<file path="config.mk">
export PLATFORM = sky130hd
export DESIGN_NAME = issue_stage
export DESIGN_NICKNAME = d
export VERILOG_FILES = /design/src/rtl/len5_pkg.sv /design/src/rtl/issue_stage.sv
export SDC_FILE = /design/constraint.sdc
export NUM_CORES = 1
export LEC_CHECK = 0
export BUFFER_PORTS_ARGS = -buffer_cell sky130_fd_sc_hd__buf_2
export CORE_AREA = 2 2 163 165
export DETAILED_ROUTE_END_ITERATION = 16
export DIE_AREA = 0 0 165 167
export PLACE_DENSITY = 0.42
export SLEW_MARGIN = 15
export SYNTH_ARGS = -nofsm -noshare
export SYNTH_HDL_FRONTEND = slang
export SYNTH_SLANG_ARGS = --single-unit
</file>
<file path="constraint.sdc">
create_clock -name clk_i -period 2.5 [get_ports clk_i]
set_input_delay 0.25 -clock clk_i [delete_from_list [all_inputs] [get_ports clk_i]]
set_output_delay 0.25 -clock clk_i [all_outputs]
set_load 0.02 [all_outputs]
</file>
<file path="src/rtl/len5_pkg.sv">
// Shared types for the LEN5 front-end/back-end boundary.
package len5_pkg;

  localparam int EXCEPT_TYPE_LEN = 4;

  typedef logic [EXCEPT_TYPE_LEN-1:0] except_code_t;

  // Exception codes follow the RISC-V mcause numbering.
  localparam except_code_t E_I_ADDR_MISALIGNED   = 4'd0;
  localparam except_code_t E_I_ACCESS_FAULT      = 4'd1;
  localparam except_code_t E_ILLEGAL_INSTRUCTION = 4'd2;

  // Reservation-station slots on the one-hot rs_valid_o / rs_ready_i vectors.
  localparam int UNIT_ALU = 0;
  localparam int UNIT_BU  = 1;
  localparam int UNIT_LSU = 2;
  localparam int UNIT_SYS = 3;

endpackage

</file>
<file path="src/rtl/issue_stage.sv">
// Issue stage: takes the head of the issue queue, classifies it by major
// opcode and allocates it atomically in the ROB and one reservation station.
// A small FSM serialises SYSTEM/MISC-MEM instructions and blocks issue after
// an excepting instruction until the pipeline is flushed.
module issue_stage
  import len5_pkg::*;
#(
  parameter int XLEN        = 64,
  parameter int ILEN        = 32,
  parameter int ROB_IDX_LEN = 4
) (
  input  logic                   clk_i,
  input  logic                   rst_i,
  input  logic                   flush_i,

  // Issue queue side
  input  logic                   iq_valid_i,
  output logic                   iq_ready_o,
  input  logic [XLEN-1:0]        iq_curr_pc_i,
  input  logic [ILEN-1:0]        iq_instruction_i,
  input  logic [XLEN-1:0]        iq_pred_target_i,
  input  logic                   iq_pred_taken_i,
  input  logic                   iq_except_raised_i,
  input  except_code_t           iq_except_code_i,

  // Reorder buffer side
  output logic                   rob_valid_o,
  input  logic                   rob_ready_i,
  input  logic [ROB_IDX_LEN-1:0] rob_idx_i,
  input  logic                   rob_empty_i,
  output logic [XLEN-1:0]        rob_pc_o,
  output logic                   rob_res_ready_o,
  output logic                   rob_except_raised_o,
  output except_code_t           rob_except_code_o,

  // Reservation stations side: [0] ALU, [1] BU, [2] LSU, [3] SYS
  output logic [3:0]             rs_valid_o,
  input  logic [3:0]             rs_ready_i,
  output logic [ILEN-1:0]        rs_instruction_o,
  output logic [XLEN-1:0]        rs_pc_o,
  output logic [XLEN-1:0]        rs_pred_target_o,
  output logic                   rs_pred_taken_o,
  output logic [ROB_IDX_LEN-1:0] rs_rob_idx_o
);

  // Major opcodes (instr[6:0])
  localparam logic [6:0] OP_OP        = 7'b0110011;
  localparam logic [6:0] OP_OP_IMM    = 7'b0010011;
  localparam logic [6:0] OP_OP_32     = 7'b0111011;
  localparam logic [6:0] OP_OP_IMM_32 = 7'b0011011;
  localparam logic [6:0] OP_LUI       = 7'b0110111;
  localparam logic [6:0] OP_AUIPC     = 7'b0010111;
  localparam logic [6:0] OP_BRANCH    = 7'b1100011;
  localparam logic [6:0] OP_JAL       = 7'b1101111;
  localparam logic [6:0] OP_JALR      = 7'b1100111;
  localparam logic [6:0] OP_LOAD      = 7'b0000011;
  localparam logic [6:0] OP_STORE     = 7'b0100011;
  localparam logic [6:0] OP_SYSTEM    = 7'b1110011;
  localparam logic [6:0] OP_MISC_MEM  = 7'b0001111;

  typedef enum logic [1:0] {
    NORMAL       = 2'd0,
    SERIAL_GUARD = 2'd1,
    SERIAL_DRAIN = 2'd2,
    EXCEPT_STALL = 2'd3
  } state_t;

  state_t       state;
  state_t       next_state;

  logic [3:0]   unit_sel;
  logic         illegal;
  logic         except_any;
  except_code_t except_code;
  logic         unit_ready;
  logic         sys_ok;
  logic         fire;

  // One-hot target unit for a major opcode; all zeros means no unit accepts it.
  function automatic logic [3:0] decode_unit(input logic [6:0] opcode);
    logic [3:0] sel;
    sel = 4'b0000;
    case (opcode)
      OP_OP, OP_OP_IMM, OP_OP_32, OP_OP_IMM_32, OP_LUI, OP_AUIPC:
        sel[UNIT_ALU] = 1'b1;
      OP_BRANCH, OP_JAL, OP_JALR:
        sel[UNIT_BU] = 1'b1;
      OP_LOAD, OP_STORE:
        sel[UNIT_LSU] = 1'b1;
      OP_SYSTEM, OP_MISC_MEM:
        sel[UNIT_SYS] = 1'b1;
      default:
        sel = 4'b0000;
    endcase
    return sel;
  endfunction

  // Classify the head instruction and resolve which exception, if any, it carries.
  always_comb begin
    unit_sel    = decode_unit(iq_instruction_i[6:0]);
    illegal     = (unit_sel == 4'b0000) || (iq_instruction_i[1:0] != 2'b11);
    // A fetch fault is older than the decode and keeps its own code.
    except_any  = iq_except_raised_i | illegal;
    except_code = iq_except_raised_i ? iq_except_code_i : E_ILLEGAL_INSTRUCTION;
    // Only the ready of the selected station matters; the valids never feed it.
    unit_ready  = |(unit_sel & rs_ready_i);
    sys_ok      = ~unit_sel[UNIT_SYS] | rob_empty_i;
  end

  // Dispatch handshake and next-state logic; one fire term drives every
  // valid/ready so the ROB and the RS are never partially allocated.
  always_comb begin
    fire       = 1'b0;
    iq_ready_o = 1'b0;
    rob_valid_o = 1'b0;
    rs_valid_o = 4'b0000;
    next_state = state;

    case (state)
      NORMAL: begin
        if (!flush_i && !rst_i) begin
          if (except_any) begin
            fire = iq_valid_i & rob_ready_i;
          end else begin
            fire = iq_valid_i & rob_ready_i & unit_ready & sys_ok;
          end
        end
        iq_ready_o  = fire;
        rob_valid_o = fire;
        rs_valid_o  = except_any ? 4'b0000 : (unit_sel & {4{fire}});
        if (fire) begin
          if (except_any) begin
            next_state = EXCEPT_STALL;
          end else if (unit_sel[UNIT_SYS]) begin
            next_state = SERIAL_DRAIN;
          end
        end
      end
      // The ROB only reflects the serialising instruction one cycle later,
      // so the first stall cycle never looks at rob_empty_i.
      SERIAL_DRAIN: begin
        next_state = SERIAL_GUARD;
      end
      SERIAL_GUARD: begin
        if (rob_empty_i) begin
          next_state = NORMAL;
        end
      end
      EXCEPT_STALL: begin
        next_state = EXCEPT_STALL;
      end
      default: begin
        next_state = NORMAL;
      end
    endcase

    if (flush_i) begin
      next_state = NORMAL;
    end
  end

  // State register; reset is asynchronous so a stall can be abandoned mid-cycle.
  always_ff @(posedge clk_i or posedge rst_i) begin
    if (rst_i) begin
      state <= NORMAL;
    end else begin
      state <= next_state;
    end
  end

  // Data pass-through to ROB and reservation stations; only the valids qualify it.
  always_comb begin
    rob_pc_o            = iq_curr_pc_i;
    rob_res_ready_o     = except_any;
    rob_except_raised_o = except_any;
    rob_except_code_o   = except_any ? except_code : '0;
    rs_instruction_o    = iq_instruction_i;
    rs_pc_o             = iq_curr_pc_i;
    rs_pred_target_o    = iq_pred_target_i;
    rs_pred_taken_o     = iq_pred_taken_i;
    rs_rob_idx_o        = rob_idx_i;
  end

endmodule
</file>
* Word level (Yosys, flattened, before mapping) *
Index checks and enable logic that the tools add are counted.

operators by class
  bitwise gates (word level) = 8
  muxes and demuxes = 18
  equal/unequal tests = 20
  reduce and logical (&&, ||, !) cells = 12

operators with widths
  kind                                                              number
  7-bit by 6-bit == test with 1-bit output (second input constant)  4
  7-bit == test (second input constant)                             4
  7-bit by 5-bit == test with 1-bit output (second input constant)  3
  4-bit two-way mux                                                 4
  2-bit two-way mux                                                 5
  4-bit AND                                                         2
  1-bit two-way mux                                                 8
  2-bit one-hot mux with 4 select lines                             1
  7-bit by 2-bit == test with 1-bit output (second input constant)  1
  7-bit by 4-bit == test with 1-bit output (second input constant)  1
  3-bit != test (second input constant)                             2
  6-bit OR reduction                                                1
  2-bit == test (second input constant)                             2
  4-bit logical NOT                                                 1
  4-bit != test (second input constant)                             1
  2-bit OR reduction                                                2
  4-bit OR reduction                                                1
  1-bit AND                                                         3
  3-bit AND reduction                                               1
  3-bit OR reduction                                                1
  2-bit by 1-bit == test with 1-bit output (second input constant)  1
  1-bit logical NOT                                                 2
  2-bit logical NOT                                                 1
  2-bit != test (second input constant)                             1
  4 further kinds                                                   5

storage, ports and cells
  output and inout bits = 241
  logic and storage cells = 59
  register bits after elaboration = 2

* Logic depth before layout (Yosys ltp) *
  depth after elaboration = 13
  mapped depth = 6
  depth with buffers taken out = 6

* Worst setup path after synthesis *
No wires, ideal clock.

  path type = in2out
  start = in iq_instruction_i[3]
  end = out rob_valid_o
  slack = 0.612 ns
  required time = 2.250 ns
  buffers on the path = 1
  cell stages on the path = 6
  arrival time = 1.638 ns
  cells stage by stage = and4bb_1 and3_1 nor3_1 a22o_1 a21oi_1 buf_4

on the way
  longest elaborated chain between the ends = 11
  elaborated cells between the ends (all ways) = 34
  those cells by class = eq/ne: 13; mux: 8; bitwise: 6; reduce/logical: 7

RTL lines
  what                                                              line                source
  from (decl)                                                       issue_stage.sv:20   input logic [ILEN-1:0] iq_instruction_i,
  7-bit by 6-bit == test with 1-bit output (tied with other cells)  issue_stage.sv:83   case (opcode)
  6-bit OR reduction (tied with other cells)                        issue_stage.sv:83
  1-bit two-way mux                                                 issue_stage.sv:83
  4-bit AND                                                         issue_stage.sv:106  unit_ready = |(unit_sel & rs_ready_i);
  4-bit OR reduction                                                issue_stage.sv:106
  1-bit AND (2 in a row)                                            issue_stage.sv:125  fire = iq_valid_i & rob_ready_i & unit_ready & sys_ok;
  1-bit two-way mux *                                               issue_stage.sv:122  if (except_any) begin
  1-bit two-way mux *                                               issue_stage.sv:121  if (!flush_i && !rst_i) begin
  1-bit two-way mux *                                               issue_stage.sv:119  case (state)
  1-bit two-way mux *                                               --
  to (decl)                                                         issue_stage.sv:27   output logic rob_valid_o,

Every way passes the cells marked *; elsewhere a longest branch is shown, timed or not. The select of a mux whose other input is x is not followed.

* Final worst setup path *
  start = in rst_i
  end = out rs_valid_o[3]

on the way
  longest elaborated chain between the ends = 7

RTL lines
  what                                line                source
  from (decl)                         issue_stage.sv:13   input logic rst_i,
  1-bit logical NOT (no source line)  --
  1-bit logical AND                   issue_stage.sv:121
  1-bit two-way mux                   issue_stage.sv:121
  1-bit two-way mux                   issue_stage.sv:119
  4-bit AND                           issue_stage.sv:130  rs_valid_o = except_any ? 4'b0000 : (unit_sel & {4{fire}});
  4-bit two-way mux                   issue_stage.sv:130
  4-bit two-way mux                   issue_stage.sv:119
  to (decl)                           issue_stage.sv:37   output logic [3:0] rs_valid_o,

No other way between the ends. The select of a mux whose other input is x is not followed.

==> flow_metrics.py <==
metrics = {
    "clocking": {
        "htreeDepth": 1,
        "clk_path_buf_depth": 2,
        "cts_tree": "built",
        "clockRootBuffer": "clkbuf_16",
        "clock_latency_ps": 220,
        "cts_buffers": 3,
        "cts.sinks": 2,
        "path_clk_slew_ps": 30,
        "ctsResizeCount": 0,
    },
    "global_routing": {
        "grt_overflow_total": 0,
        "grt_first_pass_wirelength_um": 8330,
        "globalRouteTotalUtil_pct": 4.60,
        "antenna_found_initial": 1,
        "grt_pass1_vias": 1087,
        "grt_start_max_net_pins": 10,
    },
    "hold_path": {
        "hold_class": "primary input to register",
        "hold_path_end": "state[0]",
        "min_from": "flush_i",
        "holdPathStages": 3,
    },
    "floorplanning": {
        "dieArea_um2": 27600,
        "fp.dieH_um": 167,
        "num_rows": 59,
        "die-width_um": 165,
        "core_area_um2": 25800,
        "start_util_pct": 8.75,
        "ios": 421,
    },
    "final_layout": {
        "multiInputGateArea_um2": 448,
        "layout.cells.most_common": "buf_2",
        "syn2layout_area_growth_pct": -45.3,
        "reg.largest.list": "state: 2 flops",
        "regMostFlops": "state",
        "finish.utilization_pct": 4.78,
        "largest_reg_flops": 2,
        "final_cell_mix": "40 x buf_2, 8 x nand2_1, 6 x nor2_1, 6 x inv_1, 5 x ha_1",
        "seqCellArea_um2": 50.0,
        "nets": 302,
        "drive_gt1_share_pct": 45.2,
        "diodes": 0,
        "n_fill_cell": 3033,
    },
    "synthesis": {
        "synth-edff-count": 0,
        "synth.cell_area_um2": 2250,
        "yosys_warnings": 0,
        "syn_nets": 486,
        "synth-seq-cells": 2,
        "synth_ff_type": "dfrtp_1",
        "ys_seq_area_share_pct": 2.22,
        "synth_cell_types": 35,
        "ys_async_sr_fraction_pct": 100,
        "avgSynthCellArea_um2": 7.49,
        "synthCells": 301,
    },
    "setup_path": {
        "worst_setup_path_end_kind": "output pin",
        "cp.required_ps": 2250,
        "reg2reg_depth": 5,
        "crit_arrival_ps": 2090,
        "crit_path_start": "rst_i",
        "path_max_fanout": 5,
        "r2r_setup_slack_ps": 1000,
        "critPathLaunchType": "primary input",
        "regToRegEndpoint": "state[1]",
        "timing.rr.start": "state[0]",
        "path_class": "primary input to output pin",
    },
    "timing": {
        "clock_skew_ps": 2.68,
        "period_share_pct": 93.5,
        "rsz0062_at_grt": "false",
        "max_slew_margin_pct": 64.9,
        "period_needed_ps": 2340,
        "slew_violations": 0,
        "finalSetupViolCount": 0,
        "tightestPinTransition_ps": 524,
        "fmax_mhz": 428,
        "finalHoldViolCount": 0,
        "fin_tns_setup_ps": 0,
    },
    "drt": {
        "wl_per_cell_um": 14.5,
        "drt_first_pass_iters": 3,
        "vias": 973,
        "drt-initial-drc-count": 22,
        "antenna_left": 0,
        "wirelength_um": 6550,
        "viasPerCell": 2.16,
        "drc": 0,
    },
    "outcome": {
        "status": "complete, no violations",
    },
    "place": {
        "dp_hpwl_um": 5670,
        "portBuffers": 40,
        "globalplace.congestion": 0.583,
    },
    "job": {
        "drv_cap": 0,
    },
    "power_and_ir_drop": {
        "leakagePower_nw": 0.441,
        "peakVddDrop_v": 0.000140,
        "powerDensity_nw_per_um2": 431,
    },
}
-- cell type report --
| class | count | area share [%] |
|---|---|---|
| clock buffer | 3 | 6.09 |
| sequential | 2 | 4.06 |
| multi-input combinational | 62 | 36.3 |
| tap | 335 | 34.0 |
| timing repair buffer | 42 | 17.7 |
| inverter | 6 | 1.83 |
-- timing repair --
item | in CTS | in global routing
hold endpoints to repair | 2 | 0
setup buffers | 0 | 0
hold buffers | 1 | 0
-- cell usage after synthesis, types with 2 or more instances --
library cell,number,area share (%)
buf_4,231,77
nand2_1,8,1.3
inv_1,6,1.0
nor2_1,6,1.0
ha_1,5,2.8
a211oi_1,4,1.3
and2_1,4,1.1
nand3_1,4,0.89
nor3_1,3,0.67
a21oi_1,2,0.44
a22o_1,2,0.78
and3_1,2,0.55
dfrtp_1,2,2.2
-- cell families (layout without fill, tap and decap cells) --
kind of cell | after synthesis | after routing | share of synthesized area, %
buf+inv | 237 | 51 | 77.9
simple gates | 39 | 39 | 10.4
compound gates | 16 | 16 | 5.60
fa+ha+maj | 5 | 5 | 2.77
mux | 2 | 2 | 1.11
flops | 2 | 2 | 2.22
-- layer usage --
layer	wire (µm)	GRT usage, %	up-vias
li1	-	-	351
met1	1430	2.87	350
met2	2700	6.07	172
met3	1410	4.31	98
met4	969	7.03	2
met5	43	1.27	-
-- worst max-delay path, stage by stage --
cell and delay (ps):
dlygate4sd3_1 540, buf_2 150, and4bb_2 390, nand2_1 150
a211oi_1 330, buf_2 260
-- metrics by stage --
stage	total power [mW]	area [µm²]	hold slack [ps]	cells	setup WS (ps)
3_3_place_gp	0.297	1150	157	446	257
5_1_grt	0.571	1230	480	450	38.4
3_5_place_dp	0.297	1150	160	446	229
4_1_cts	0.539	1230	441	450	50.0
2_1_floorplan	0.744	2250	-8.82	301	612
6_report	0.531	1230	428	450	164
-- worst max path at each step --
stage,endpoint
floorplan,rob_valid_o
CTS,rs_valid_o[3]
global placement,rob_valid_o
global route,rs_valid_o[1]
finish,rs_valid_o[3]
detailed placement,rob_valid_o
-- report_power, final --
| part | switching, mW | total [mW] | internal, mW |
|---|---|---|---|
| sequential | 0.0140 | 0.0610 | 0.0470 |
| combinational | 0.127 | 0.234 | 0.107 |
| clock | 0.0325 | 0.236 | 0.203 |
| total | 0.173 | 0.531 | 0.357 |
(Power assumes the default switching activity.)
